`config.mk`:
```
export PLATFORM = sky130hd
export DESIGN_NAME = multdiv_ctrl
export DESIGN_NICKNAME = d
export VERILOG_FILES = /design/src/rtl/multdiv_ctrl.sv
export SDC_FILE = /design/constraint.sdc
export NUM_CORES = 1
export LEC_CHECK = 0
export ABC_AREA = 1
export CORE_AREA = 2 2 85 148
export CTS_CLUSTER_DIAMETER = 80
export DETAILED_ROUTE_END_ITERATION = 8
export DIE_AREA = 0 0 87 150
export HOLD_SLACK_MARGIN = 0.1
export PLACE_DENSITY_LB_ADDON = 0.25
export SYNTH_ARGS = -nofsm -noshare
export SYNTH_HDL_FRONTEND = slang
export SYNTH_SLANG_ARGS = --single-unit
```
`constraint.sdc`:
```
create_clock -name clock -period 5 [get_ports clock]
set_clock_uncertainty 0.05 [all_clocks]
set_input_delay 0.75 -clock clock [delete_from_list [all_inputs] [get_ports clock]]
set_output_delay 0.75 -clock clock [all_outputs]
set_load 0.005 [all_outputs]
```
`src/rtl/multdiv_ctrl.sv`:
```
// Execute-stage sequencer for the shared multi-cycle multiply/divide unit:
// decodes R-type mul/div, issues one start pulse, stalls, and emits a writeback packet.
module multdiv_ctrl #(
  parameter int MAX_CYCLES   = 40,
  parameter int CNT_W        = 6,
  parameter int RSTATUS_REG  = 30,
  parameter int MUL_EXC_CODE = 4,
  parameter int DIV_EXC_CODE = 5
) (
  input  logic        clock,
  input  logic        reset,
  input  logic        in_valid,
  input  logic [31:0] in_ins,
  input  logic [31:0] in_opA,
  input  logic [31:0] in_opB,
  input  logic        flush,
  input  logic [31:0] md_result,
  input  logic        md_exception,
  input  logic        md_ready,
  output logic        md_ctrl_mult,
  output logic        md_ctrl_div,
  output logic [31:0] md_opA,
  output logic [31:0] md_opB,
  output logic        stall,
  output logic        busy,
  output logic        wb_valid,
  output logic [4:0]  wb_rd,
  output logic [31:0] wb_data,
  output logic        wb_exception,
  output logic        err_timeout
);

  typedef enum logic [1:0] {IDLE, START, BUSY, DONE} state_t;

  state_t           state, state_next;
  logic [CNT_W-1:0] cnt;
  logic [4:0]       rd_lat;
  logic             op_div;

  logic [4:0] opcode, aluop;
  logic       is_mul, is_div, detect, timeout;
  logic       unused_ins;

  assign opcode     = in_ins[31:27];
  assign aluop      = in_ins[6:2];
  assign is_mul     = (opcode == 5'b00000) && (aluop == 5'b00110);
  assign is_div     = (opcode == 5'b00000) && (aluop == 5'b00111);
  assign detect     = in_valid && (is_mul || is_div) && !flush;
  assign timeout    = (cnt == CNT_W'(MAX_CYCLES - 1));
  assign unused_ins = ^{in_ins[21:7], in_ins[1:0]};

  always_comb begin
    state_next = state;
    stall      = 1'b0;
    busy       = 1'b0;
    case (state)
      IDLE: begin
        stall = detect;
        if (detect) state_next = START;
      end
      START: begin
        stall      = 1'b1;
        busy       = 1'b1;
        state_next = flush ? IDLE : BUSY;
      end
      BUSY: begin
        stall = 1'b1;
        busy  = 1'b1;
        if (flush)                  state_next = IDLE;
        else if (md_ready || timeout) state_next = DONE;
      end
      // The instruction is still in execute during DONE, so detect is ignored.
      DONE:    state_next = IDLE;
      default: state_next = IDLE;
    endcase
  end

  always_ff @(posedge clock or posedge reset) begin
    if (reset) begin
      state        <= IDLE;
      cnt          <= '0;
      rd_lat       <= '0;
      op_div       <= 1'b0;
      md_ctrl_mult <= 1'b0;
      md_ctrl_div  <= 1'b0;
      md_opA       <= '0;
      md_opB       <= '0;
      wb_valid     <= 1'b0;
      wb_rd        <= '0;
      wb_data      <= '0;
      wb_exception <= 1'b0;
      err_timeout  <= 1'b0;
    end else begin
      state        <= state_next;
      md_ctrl_mult <= 1'b0;
      md_ctrl_div  <= 1'b0;
      wb_valid     <= 1'b0;
      wb_rd        <= '0;
      wb_data      <= '0;
      wb_exception <= 1'b0;
      case (state)
        IDLE: begin
          cnt <= '0;
          if (detect) begin
            md_opA       <= in_opA;
            md_opB       <= in_opB;
            rd_lat       <= in_ins[26:22];
            op_div       <= is_div;
            md_ctrl_mult <= is_mul;
            md_ctrl_div  <= is_div;
          end
        end
        START: cnt <= '0;
        BUSY: begin
          cnt <= cnt + 1'b1;
          // md_ready takes precedence over a timeout landing in the same cycle.
          if (!flush) begin
            if (md_ready) begin
              wb_valid <= 1'b1;
              if (md_exception) begin
                wb_rd        <= 5'(RSTATUS_REG);
                wb_data      <= op_div ? 32'(DIV_EXC_CODE) : 32'(MUL_EXC_CODE);
                wb_exception <= 1'b1;
              end else begin
                wb_rd   <= rd_lat;
                wb_data <= md_result;
              end
            end else if (timeout) begin
              wb_valid     <= 1'b1;
              wb_rd        <= 5'(RSTATUS_REG);
              wb_exception <= 1'b1;
              err_timeout  <= 1'b1;
            end
          end
        end
        default: cnt <= '0;
      endcase
    end
  end

endmodule

```
**After elaboration in Yosys (flattened, before gate mapping)**

Index checks and enable logic that the tools add are counted.

- Register bits after elaboration: 120
- Bits of input ports: 134

- Add/subtract/negate cells: 1
- Equal/unequal tests: 8
- Multiplexer cells: 30
- Bitwise gates (word level): 2
- Reductions and logical operators: 13

Operators with widths:

| cell | count |
|---|---|
| $mux W32 | 4 |
| $mux W5 | 5 |
| $mux W1 | 14 |
| $eq A5 B3 Y1 const B | 2 |
| $mux W2 | 4 |
| $pmux W2 S4 | 1 |
| $add A6 B1 Y6 const B | 1 |
| $eq A6 B6 Y1 const B | 1 |
| $mux W6 | 1 |
| $logic_not A5 Y1 | 1 |
| $eq A2 B2 Y1 const B | 2 |
| $logic_and A1 B1 Y1 | 4 |
| $reduce_and A2 Y1 | 2 |
| $reduce_and A4 Y1 | 1 |
| $ne A3 B3 Y1 const B | 1 |
| $eq A2 B1 Y1 const B | 1 |
| $logic_not A2 Y1 | 1 |
| $logic_or A1 B1 Y1 | 2 |
| $ne A2 B2 Y1 const B | 1 |
| $not A1 Y1 | 2 |
| $pmux W1 S2 | 1 |
| $reduce_or A2 Y1 | 1 |
| $logic_not A1 Y1 | 1 |

**Depth between registers and ports, before layout**

- Depth after elaboration: 7
- Mapped depth: 8
- Depth with buffers taken out: 8

**Worst setup path before layout**

No wires, ideal clock.

- Path kind: input port to output port
- Start point: input in_ins[29]
- End point: output stall
- Arrival: 1487 ps
- Setup slack: 2713 ps
- Stages on the path: 6
- Cell sequence: nor2_1 > nand2_1 > nor2_2 > nand3_2 > buf_2 > a21oi_1

- Cells in the longest elaborated chain, start to end: 6

Ends and longest elaborated chain:

| what | line | source |
|---|---|---|
| start, declared | 13 | `input logic [31:0] in_ins,` |
| $logic_not A5 Y1 (*) | 46, 47 |  |
| $logic_and A1 B1 Y1, on equally long branches | 46, 47 |  |
| $logic_or A1 B1 Y1 (*) | 48 | `assign detect = in_valid && (is_mul \|\| is_div) && !flush;` |
| $logic_and A1 B1 Y1 (*) (2 in series) | 48 |  |
| $pmux W1 S2 (*) | 56 | `case (state)` |
| end, declared | 24 | `output logic stall,` |

Every way passes the cells marked *; elsewhere a longest branch is shown, timed or not.

**Final worst setup path**

- Start point: input flush
- End point: output stall

- Cells in the longest elaborated chain, start to end: 3

Ends and longest elaborated chain:

| what | line | source |
|---|---|---|
| start, declared | 16 | `input logic flush,` |
| $logic_not A1 Y1 | - |  |
| $logic_and A1 B1 Y1 | 48 |  |
| $pmux W1 S2 | 56 |  |

Every way passes these cells.

==> results.cfg <==
[clock_tree]
cts_root_buffer = clkbuf_16
cts.sinks = 120
post_cts_buffers = 0
htreeDepth = 4
clk_latency_ns = 0.40
cts_tree = built
cts_buffer_depth = 2
cts.clk_slew.worst_paths_ns = 0.05
postCtsResizedCells = 0
cts_inserted_buffers = 17
hold_buffers = 0

[floorplan]
num_rows = 53
coreArea_sq_um = 11900
dieWidth_microns = 87
start_util_pct = 39.3
die_area_sq_um = 13100
die_h_microns = 150
num_io_pins = 242

[yosys]
syn_nets = 630
syn-cell-area_sq_um = 4670
ys_warn_count = 0
syn_avg_cell_area_sq_um = 9.51
synth_cells = 491
seq_area_frac_synth_pct = 64.3
ys_ff_latch = 120
ys_types = 25

[route]
wl_met3_microns = 636
dr.max_layer_used = met4
wl_per_cell_microns = 14.4
drc_errors = 0
route.met2.wl_microns = 7020
viasPerCell = 4.55
wl_microns = 12500
drt-met1-wl_microns = 4520
drt_first_pass_iters = 4
ant_nets = 0
vias = 3949
drt_iter0_drc = 140

[critical_path]
crit_arrival_ns = 2.94
critPathCaptureType = primary output
worstSetupPathType = in2out
cp_slowest_cell = clkdlybuf4s50_1
startpoint_type = input pin
critPathMaxStageDelay_ns = 0.53
path_max_fanout = 54
cp_common_cell = clkdlybuf4s50_1
cp.required_ns = 4.20
path_cells = clkdlybuf4s50_1 -> nor2_1 -> nand2_1 -> nor2_2 -> nand3_4 -> a21oi_1 -> clkdlybuf4s50_1

[timing]
max_slew_margin_pct = 37.5
period_share_pct = 74.8
tns_ns = 0
rsz0062_at_grt = no
min_period_ns = 3.74
finalMaxSlewViolations = 0
final-setup-viol-count = 0
fmax_ghz = 0.267
hold_violations = 0
hold_ws_ns = 0.413
worst_slew_pin_slew_ns = 0.931

[final_layout]
fin_nets = 856
nFillCells = 976
area_growth_pct = 62.0
fin_cells = 867
layout-drive-gt1-share_pct = 5.89
antenna_cells = 0
finalInstanceArea_sq_um = 7570

[global_route]
grt_max_degree = 91
antenna_found_initial = 0
grt_overflow = 0
grt_first_pass_wirelength_microns = 19600
grt_use_total_pct = 19.7
grt_pass1_vias = 4066

[place]
dpl_cell_area_sq_um = 6980
dp.cells = 835
numPortBuffers = 224
dp_hpwl_microns = 9090
gp_congestion = 0.745

[power]
total_power_mw = 2.53
leakage_nw = 3.57
peakVddDrop_mv = 0.266
power_density_nw_per_um2 = 334

[worst_hold_path]
hold_path_class = reg2reg

[run_status]
status = complete, no violations

[run]
maxCapViolCount = 0
[cell usage in the layout, fill, tap and decap left out]
cell | synthesis | final
clkinvlp_4 | 0 | 3
nor3_1 | 3 | 3
a21oi_1 | 3 | 3
clkbuf_16 | 0 | 17
buf_4 | 0 | 4
nor2_2 | 3 | 3
clkinv_1 | 1 | 1
clkinv_4 | 0 | 2
a31oi_1 | 1 | 1
bufinv_16 | 0 | 3
mux2i_1 | 1 | 1
inv_4 | 0 | 1
ha_1 | 5 | 5
or2_2 | 1 | 1
clkdlybuf4s50_1 | 0 | 224
o21a_1 | 4 | 4
inv_1 | 83 | 82
dfrtp_1 | 120 | 120
nand2_1 | 120 | 120
nor3b_1 | 1 | 1
clkinv_2 | 0 | 5
clkbuf_1 | 7 | 2
o21bai_1 | 1 | 1
o21ai_2 | 3 | 3
o21ai_1 | 67 | 67
o21ai_0 | 3 | 3
nand3_4 | 0 | 1
nand3_1 | 5 | 5
nor2_1 | 43 | 43
nand4_1 | 1 | 1
[cells by family after synthesis]
| kind of cell | share of synthesized area, % |
|---|---|
| mux | 0.214 |
| fa+ha+maj | 1.34 |
| flops | 64.3 |
| compound gates | 9.32 |
| buf+inv | 9.83 |
| simple gates | 15.0 |
[sequential cells by signal, summed over array words and instances, names as in the netlist]
signal / flops
md_opA: 32
wb_exception: 1
wb_valid: 1
op_div: 1
wb_data: 32
md_ctrl_mult: 1
state: 2
md_opB: 32
rd_lat: 5
wb_rd: 5
cnt: 6
err_timeout: 1
md_ctrl_div: 1
[worst paths after layout]
| path | startpoint | endpoint | slack, ns | cells after the start |
|---|---|---|---|---|
| setup / recovery | flush | stall | 1.26 | 7 |
| hold / removal | cnt[5] | cnt[5] | 0.41 | 1 |
| setup reg to reg | state[0] | md_opA[29] | 2.61 | 6 |
| hold reg to reg | cnt[5] | cnt[5] | 0.41 | 1 |
| max in group asynchronous | reset | md_opA[26] | 3.23 | 3 |
| min in group asynchronous | reset | md_opA[19] | 0.71 | 2 |
[where the power goes]
part           total, mW  internal (mW)  switching, mW
Clock               1.20          0.779          0.419
Combinational      0.316          0.176          0.140
Sequential          1.01          0.997         0.0168
[per-stage QoR]
stage | util [%] | setup WS, ns
after detailed placement | 58.8 | 1.22
after global placement | 58.8 | 1.23
final | 63.8 | 1.26
after floorplan | - | 1.01
after global routing | 63.8 | 1.05
after CTS | 63.8 | 1.20
[layer usage]
layer	vias up	GRT usage [%]
li1	1942	-
met5	-	0
met3	22	5.63
met1	1848	20.7
met2	137	35.6
met4	0	8.59
[cell usage after synthesis]
cell type	n	share of area [%]
nand2_1	120	9.6
buf_1	2	0.16
a31oi_1	1	0.13
nand3_1	5	0.54
or2_2	1	0.13
nor3b_1	1	0.16
nand3_2	1	0.21
inv_1	83	6.7
nand4_1	1	0.13
buf_2	4	0.43
nor2_1	43	3.5
mux2i_1	1	0.21
clkinv_1	1	0.080
buf_6	8	1.9
o21ai_1	67	7.2
o21a_1	4	0.64
dfrtp_1	120	64
nor3_1	3	0.32
o21bai_1	1	0.16
nor2_2	3	0.40
ha_1	5	1.3
clkbuf_1	7	0.56
o21ai_2	3	0.56
a21oi_1	3	0.32
o21ai_0	3	0.32
[final cells by class]
type                       count  area [sq um]  share of cell area, %
clock buffer                  19           433                   5.72
sequential                   120          3000                   39.7
inverter                      84           318                   4.20
clock inverter                13           155                   2.05
multi-input combinational    266          1220                   16.1
tap                          137           171                   2.26
timing repair buffer         228          2270                   30.0
[critical path: cells and delay by family]
family / cells / cell delay, ns
AOI/OAI and AO/OA: 1 / 0.33
buffers and inverters: 2 / 1.01
and+or+nand+nor: 4 / 0.83
(Power assumes the default switching activity.)
